--- src/rtl/i2c_pkg.sv ---
// Shared types and widths for the I2C transaction arbiter and its I2C_Master
// command/status bus.
package i2c_pkg;

    localparam int unsigned TIMEOUT_CYC_DEF = 200000;
    localparam int unsigned NBYTE_W         = 6;
    localparam int unsigned DEV_W           = 7;
    localparam int unsigned PTR_W           = 8;
    localparam int unsigned DATA_W          = 8;

    typedef enum logic [2:0] {
        ST_IDLE,
        ST_LAUNCH,
        ST_BUSY,
        ST_FINISH,
        ST_FAULT
    } state_t;

endpackage

--- src/rtl/i2c_txn_arbiter_if.sv ---
// Command/status bus between the transaction arbiter (master side) and the
// I2C_Master engine (slave side).
interface i2c_txn_arbiter_if;
    import i2c_pkg::*;

    logic                go;
    logic                rw;
    logic [NBYTE_W-1:0]  N_Byte;
    logic [DEV_W-1:0]    dev_add;
    logic [PTR_W-1:0]    R_Pointer;
    logic [DATA_W-1:0]   dwr_DataWriteReg;
    logic                done;
    logic                ready;
    logic                ack_e;
    logic [DATA_W-1:0]   drd_lcdData;

    modport master (
        output go, rw, N_Byte, dev_add, R_Pointer, dwr_DataWriteReg,
        input  done, ready, ack_e, drd_lcdData
    );

    modport slave (
        input  go, rw, N_Byte, dev_add, R_Pointer, dwr_DataWriteReg,
        output done, ready, ack_e, drd_lcdData
    );

endinterface

--- src/rtl/rr_pick2.sv ---
// Two-way round-robin winner select: rr_ptr breaks a tie, a lone requester
// always wins, no request gives no winner.
module rr_pick2 (
    input  logic [1:0] req,
    input  logic       rr_ptr,
    output logic [1:0] win
);

    always_comb begin
        win = '0;
        case (req)
            2'b01:   win = 2'b01;
            2'b10:   win = 2'b10;
            2'b11:   win = rr_ptr ? 2'b10 : 2'b01;
            default: win = '0;
        endcase
    end

endmodule

--- src/rtl/i2c_txn_arbiter.sv ---
// Arbitrates two requesters onto one I2C_Master: round-robin grant, one go
// pulse per transaction, completion/error pulses and a BUSY watchdog.
module i2c_txn_arbiter
    import i2c_pkg::*;
#(
    parameter int unsigned TIMEOUT_CYC = TIMEOUT_CYC_DEF,
    parameter int unsigned NREQ        = 2
) (
    input  logic                     clk,
    input  logic                     reset,
    input  logic [NREQ-1:0]          req,
    input  logic [NREQ-1:0]          req_rw,
    input  logic [NREQ*NBYTE_W-1:0]  req_nbyte,
    input  logic [NREQ*DEV_W-1:0]    req_dev,
    input  logic [NREQ*PTR_W-1:0]    req_ptr,
    input  logic [NREQ*DATA_W-1:0]   req_wdata,
    output logic [NREQ-1:0]          gnt,
    output logic [NREQ-1:0]          cmp,
    output logic [NREQ-1:0]          err,
    output logic [NREQ-1:0]          byte_ack,
    output logic [DATA_W-1:0]        rdata,
    output logic                     busy,
    i2c_txn_arbiter_if.master        i2c
);

    localparam int unsigned WD_W = $clog2(TIMEOUT_CYC);

    state_t              state;
    state_t              state_nx;
    logic [1:0]          win;
    logic                rr_ptr;
    logic [WD_W-1:0]     wd;
    logic                go;
    logic                rw_r;
    logic [NBYTE_W-1:0]  nbyte_r;
    logic [DEV_W-1:0]    dev_r;
    logic [PTR_W-1:0]    ptr_r;

    rr_pick2 u_pick (
        .req    (req),
        .rr_ptr (rr_ptr),
        .win    (win)
    );

    always_ff @(posedge clk) begin
        if (reset) state <= ST_IDLE;
        else       state <= state_nx;
    end

    always_comb begin
        state_nx = state;
        go       = 1'b0;
        cmp      = '0;
        err      = '0;
        byte_ack = '0;
        busy     = (state != ST_IDLE);
        case (state)
            ST_IDLE: begin
                if (i2c.ready && (|req)) state_nx = ST_LAUNCH;
            end
            ST_LAUNCH: begin
                if (nbyte_r == '0) begin
                    state_nx = ST_FAULT;
                end else begin
                    go       = 1'b1;
                    state_nx = ST_BUSY;
                end
            end
            ST_BUSY: begin
                if (i2c.ack_e) byte_ack = gnt;
                // done takes priority over a coincident watchdog expiry
                if (i2c.done)                               state_nx = ST_FINISH;
                else if (wd == WD_W'(TIMEOUT_CYC - 1))      state_nx = ST_FAULT;
            end
            ST_FINISH: begin
                cmp      = gnt;
                state_nx = ST_IDLE;
            end
            ST_FAULT: begin
                err      = gnt;
                state_nx = ST_IDLE;
            end
            default: state_nx = ST_IDLE;
        endcase
    end

    always_ff @(posedge clk) begin
        if (reset) begin
            gnt     <= '0;
            rr_ptr  <= 1'b0;
            wd      <= '0;
            rw_r    <= 1'b0;
            nbyte_r <= '0;
            dev_r   <= '0;
            ptr_r   <= '0;
            rdata   <= '0;
        end else begin
            case (state)
                ST_IDLE: begin
                    if (state_nx == ST_LAUNCH) begin
                        gnt     <= win;
                        rw_r    <= win[1] ? req_rw[1] : req_rw[0];
                        nbyte_r <= win[1] ? req_nbyte[2*NBYTE_W-1:NBYTE_W] : req_nbyte[NBYTE_W-1:0];
                        dev_r   <= win[1] ? req_dev[2*DEV_W-1:DEV_W]       : req_dev[DEV_W-1:0];
                        ptr_r   <= win[1] ? req_ptr[2*PTR_W-1:PTR_W]       : req_ptr[PTR_W-1:0];
                    end
                end
                ST_LAUNCH: wd <= '0;
                ST_BUSY: begin
                    if (wd != '1) wd <= wd + 1'b1;
                    if (i2c.ack_e && rw_r) rdata <= i2c.drd_lcdData;
                end
                ST_FINISH, ST_FAULT: begin
                    gnt    <= '0;
                    rr_ptr <= ~gnt[1];
                end
                default: ;
            endcase
        end
    end

    assign i2c.go               = go;
    assign i2c.rw               = rw_r;
    assign i2c.N_Byte           = nbyte_r;
    assign i2c.dev_add          = dev_r;
    assign i2c.R_Pointer        = ptr_r;
    // live mux so a requester can present its next byte after each byte_ack
    assign i2c.dwr_DataWriteReg = gnt[1] ? req_wdata[2*DATA_W-1:DATA_W] : req_wdata[DATA_W-1:0];

endmodule

--- src/flat_wrapper.sv ---
// flat-port wrapper written by rule: the top's interface ports become plain ports
module i2c_txn_arbiter_flat import i2c_pkg::*;
#(
    parameter int unsigned TIMEOUT_CYC = TIMEOUT_CYC_DEF,
    parameter int unsigned NREQ        = 2
)
  (clk, reset, req, req_rw, req_nbyte, req_dev, req_ptr, req_wdata, gnt, cmp, err, byte_ack, rdata, busy, i2c_go, i2c_rw, i2c_N_Byte, i2c_dev_add, i2c_R_Pointer, i2c_dwr_DataWriteReg, i2c_done, i2c_ready, i2c_ack_e, i2c_drd_lcdData);
  i2c_txn_arbiter_if i2c_i ();
  input  logic clk;
  input  logic reset;
  input  logic [NREQ-1:0] req;
  input  logic [NREQ-1:0] req_rw;
  input  logic [NREQ*NBYTE_W-1:0] req_nbyte;
  input  logic [NREQ*DEV_W-1:0] req_dev;
  input  logic [NREQ*PTR_W-1:0] req_ptr;
  input  logic [NREQ*DATA_W-1:0] req_wdata;
  output logic [NREQ-1:0] gnt;
  output logic [NREQ-1:0] cmp;
  output logic [NREQ-1:0] err;
  output logic [NREQ-1:0] byte_ack;
  output logic [DATA_W-1:0] rdata;
  output logic busy;
  output wire logic [$bits(i2c_i.go)-1:0] i2c_go;
  output wire logic [$bits(i2c_i.rw)-1:0] i2c_rw;
  output wire logic [$bits(i2c_i.N_Byte)-1:0] i2c_N_Byte;
  output wire logic [$bits(i2c_i.dev_add)-1:0] i2c_dev_add;
  output wire logic [$bits(i2c_i.R_Pointer)-1:0] i2c_R_Pointer;
  output wire logic [$bits(i2c_i.dwr_DataWriteReg)-1:0] i2c_dwr_DataWriteReg;
  input wire logic [$bits(i2c_i.done)-1:0] i2c_done;
  input wire logic [$bits(i2c_i.ready)-1:0] i2c_ready;
  input wire logic [$bits(i2c_i.ack_e)-1:0] i2c_ack_e;
  input wire logic [$bits(i2c_i.drd_lcdData)-1:0] i2c_drd_lcdData;
  assign i2c_go = i2c_i.go;
  assign i2c_rw = i2c_i.rw;
  assign i2c_N_Byte = i2c_i.N_Byte;
  assign i2c_dev_add = i2c_i.dev_add;
  assign i2c_R_Pointer = i2c_i.R_Pointer;
  assign i2c_dwr_DataWriteReg = i2c_i.dwr_DataWriteReg;
  assign i2c_i.done = i2c_done;
  assign i2c_i.ready = i2c_ready;
  assign i2c_i.ack_e = i2c_ack_e;
  assign i2c_i.drd_lcdData = i2c_drd_lcdData;
  i2c_txn_arbiter #(.TIMEOUT_CYC(TIMEOUT_CYC), .NREQ(NREQ)) u_core (.clk(clk), .reset(reset), .req(req), .req_rw(req_rw), .req_nbyte(req_nbyte), .req_dev(req_dev), .req_ptr(req_ptr), .req_wdata(req_wdata), .gnt(gnt), .cmp(cmp), .err(err), .byte_ack(byte_ack), .rdata(rdata), .busy(busy), .i2c(i2c_i));
endmodule
--- config.mk ---
export PLATFORM = sky130hd
export DESIGN_NAME = i2c_txn_arbiter_flat
export DESIGN_NICKNAME = d
export VERILOG_FILES = /design/src/rtl/i2c_pkg.sv /design/src/rtl/i2c_txn_arbiter_if.sv /design/src/rtl/rr_pick2.sv /design/src/rtl/i2c_txn_arbiter.sv /design/src/flat_wrapper.sv
export SDC_FILE = /design/constraint.sdc
export NUM_CORES = 1
export LEC_CHECK = 0
export CAP_MARGIN = 30
export CORE_UTILIZATION = 40
export CTS_BUF_LIST = sky130_fd_sc_hd__clkbuf_4
export DETAILED_ROUTE_END_ITERATION = 7
export GPL_ROUTABILITY_DRIVEN = 0
export HOLD_SLACK_MARGIN = 0.12
export PLACE_DENSITY = 0.86
export SYNTH_ARGS = -nofsm -noshare
export SYNTH_HDL_FRONTEND = slang
export SYNTH_SLANG_ARGS = --single-unit
--- constraint.sdc ---
create_clock -name clk -period 2 [get_ports clk]
set_input_delay 0.3 -clock clk [delete_from_list [all_inputs] [get_ports clk]]
set_output_delay 0.3 -clock clk [all_outputs]
set_load 0.02 [all_outputs]
==> reports/qor.yml <==
pwr:
  clockPowerShare_pct: 20.5
  p_sw_uw: 721
  ir_drop_uv: 395
  power.static_leakage_nw: 1.69
  power.total_mw: 2.41
  seqPwrFrac_pct: 49.7
  pwr-share-comb_pct: 29.8
  cellPowerDensity_nw_per_um2: 579
  switching_share_pct: 29.9
  p_int_mw: 1.69
layout:
  final_common_cell: "clkdlybuf4s50_1"
  design_area_um2: 4170
  final_cell_mix: "clkdlybuf4s50_1, nor2_1, dfxtp_1"
  layout-drive-gt1-share_pct: 14.2
  fin_cells: 500
  fillers: 551
  antennaDiodeCount: 0
  final_nets: 498
  syn_to_final_growth_pct: 55.9
floorplanning:
  fp.dieH_um: 83.8
  fp.dieW_um: 83.8
  rows: 29
  io_pins: 123
  dieArea_um2: 7020
  floorplan.initialDensity_pct: 41.9
  fp.coreArea_um2: 6390
drt:
  detail_route.iter0.violations: 105
  routed_wl_um: 7130
  firstDrtPassIters: 4
  post_drt_wl_per_cell_um: 14.3
  vias: 2591
  antenna_left: 0
  drc_errors: 0
  routed_via_density: 5.18
setup_path:
  critPathSlowestCell: "or4_4"
  crit_type: "reg -> reg"
  crit_chain: "ha_2, nand3_1, or4_4, o211ai_1, xor2_1, nor2_1"
  endpoint_kind: "flip-flop"
  cp.required_ps: 2280
  reg2reg_from: "u_core.wd[0]"
  worst_ep_arrival_time_ps: 2240
  critical_path_peak_fanout: 5
  cp_slowest_stage_delay_ps: 600
  r2r_end: "u_core.wd[2]"
  reg2reg_depth: 6
  r2r_slack_ps: 50
  worstSetupStartpointType: "flip-flop"
clock_network:
  hold_buffers: 0
  clock_path_buffers: 2
  cts_tree: "built"
  clkTransAtPathRegs_ps: 140
  cts_root_buffer: "clkbuf_4"
  cts_buffers: 5
  htree_levels: 2
  cts.sinks: 54
  insertion_delay_ps: 380
timing:
  finalCritPeriodShare_pct: 97.7
  holdWs_ps: 495
  finalClockSkew_ps: 10.7
  period_needed_ps: 1950
  timing.final.hold_violations: 0
  setup_viol: 0
  fmax_mhz: 512
  slew_headroom_pct: 58.8
  tightest_slew_ps: 612
  final.setup.worst_slack_ps: 46.3
  slew_viol_final: 0
hold_path:
  hold-path-endpoint: "u_core.wd[0]"
  hp-class: "reg -> reg"
  worstHoldPathCells: 1
  min_from: "u_core.wd[0]"
logic_synthesis:
  ys_ff_latch: 54
  synthCells: 291
  synth_area_leader_cell: "dfxtp_1"
  synth-main-ff-cell: "dfxtp_1"
  synth_top_area_share_pct: 40.4
  syn_area_per_cell_um2: 9.19
  synth_edf_count: 0
  synth_warnings: 0
  netlist_area_um2: 2670
  seq_area_frac_synth_pct: 40.4
  synthArstFlopShare_pct: 0
  yosysUniqueCellTypes: 47
  synth_fp_nets: 367
  synthTopCellsByArea: "dfxtp_1, mux2i_1, nor2_1"
global_route:
  grt_max_degree: 29
  grt_antenna_before_repair: 0
  grt_usage_pct: 21.4
  gr-total-overflow: 0
  first_global_vias: 2536
  grt_pass1_wl_um: 12100
placement:
  place_inst: 488
  post-place-ws_ps: 19.9
  placedInstanceArea_um2: 4060
  dp_hpwl_um: 5520
  io_buffer_count: 122
run:
  max-cap-violations: 0
status:
  status: "finished, final reports clean"
sequential cells by signal, indices dropped and copies added (netlist names), 2 cells and up:
signal	count
u_core.gnt	2
u_core.state	3
u_core.rdata	8
u_core.i2c.N_Byte	6
u_core.i2c.dev_add	7
u_core.i2c.R_Pointer	8
u_core.wd	18
cells in the mapped netlist, drive strengths merged (7+ instances only):
cell type and count:
a211oi 22, mux2i 30, a21oi 9, nand3 12, nor4 7, dfxtp 54, mux2 9, nor2 50
nand2 9, and3 7, buf 11
power groups by stage:
stage / Sequential (mW) / Clock, mW / Combinational [mW]
6_report: 1.20 / 0.495 / 0.717
5_1_grt: 1.21 / 0.540 / 0.776
4_1_cts: 1.20 / 0.506 / 0.721
3_5_place_dp: 1.22 / 0 / 0.725
3_3_place_gp: 1.22 / 0 / 0.712
2_1_floorplan: 1.27 / 0 / 0.291
cell type report:
| class | instances | area, µm² | share of cell area, % |
|---|---|---|---|
| Sequential cell | 54 | 1100 | 26.4 |
| Timing Repair Buffer | 141 | 1390 | 33.3 |
| Multi-Input combinational cell | 216 | 1510 | 36.3 |
| Tap cell | 77 | 96.3 | 2.31 |
| Inverter | 4 | 15.0 | 0.360 |
| Clock buffer | 6 | 45.0 | 1.08 |
| Clock inverter | 2 | 13.8 | 0.330 |
layer usage:
metal	wire length, µm	GRT usage (%)
met4	172	8.32
met5	0	0
met3	511	6.43
met2	3520	36.8
met1	2920	24.7
worst max-delay path by stage:
stage	start	to	slack, ps	cells past startpoint
finish	u_core.wd[0]	u_core.wd[2]	50	6
global route	u_core.wd[0]	u_core.wd[2]	-20	6
CTS	u_core.state[1]	byte_ack[0]	10	4
detailed placement	u_core.wd[0]	u_core.wd[5]	20	6
global placement	u_core.wd[0]	u_core.wd[5]	100	6
floorplan	u_core.wd[0]	u_core.wd[2]	180	7
stage by stage:
| stage | utilization (%) | setup TNS (ps) |
|---|---|---|
| after floorplan | - | 0 |
| after global placement | 63.6 | 0 |
| after detailed placement | 63.6 | 0 |
| after CTS | 64.9 | 0 |
| after global routing | 65.3 | -20.7 |
| final | 65.3 | 0 |
cells by family (layout without fill, tap and decap cells):
kind of cell / count (synthesis) / in the layout / share of synthesized area (%)
simple gates: 118 / 118 / 23.9
xor+xnor: 11 / 11 / 3.60
flops: 54 / 54 / 40.4
fa+ha+maj: 1 / 1 / 0.468
compound gates: 47 / 47 / 12.6
mux: 39 / 39 / 15.0
buf+inv: 21 / 153 / 3.98
what timing repair did:
action                                  in CTS  in global routing
cloned                                       0                  0
endpoints found under the setup margin      23                 12
pin swaps                                    0                  3
resized for setup                           26                  8
setup buffers                                3                  1
critical path, delay by kind of cell, from the launching register on:
family          cells  cell delay, ps
xor+xnor            1             200
fa+ha+maj           1             200
flops               1             390
compound gates      1             300
simple gates        3             770
No activity file was read; power rests on OpenSTA's default activity.
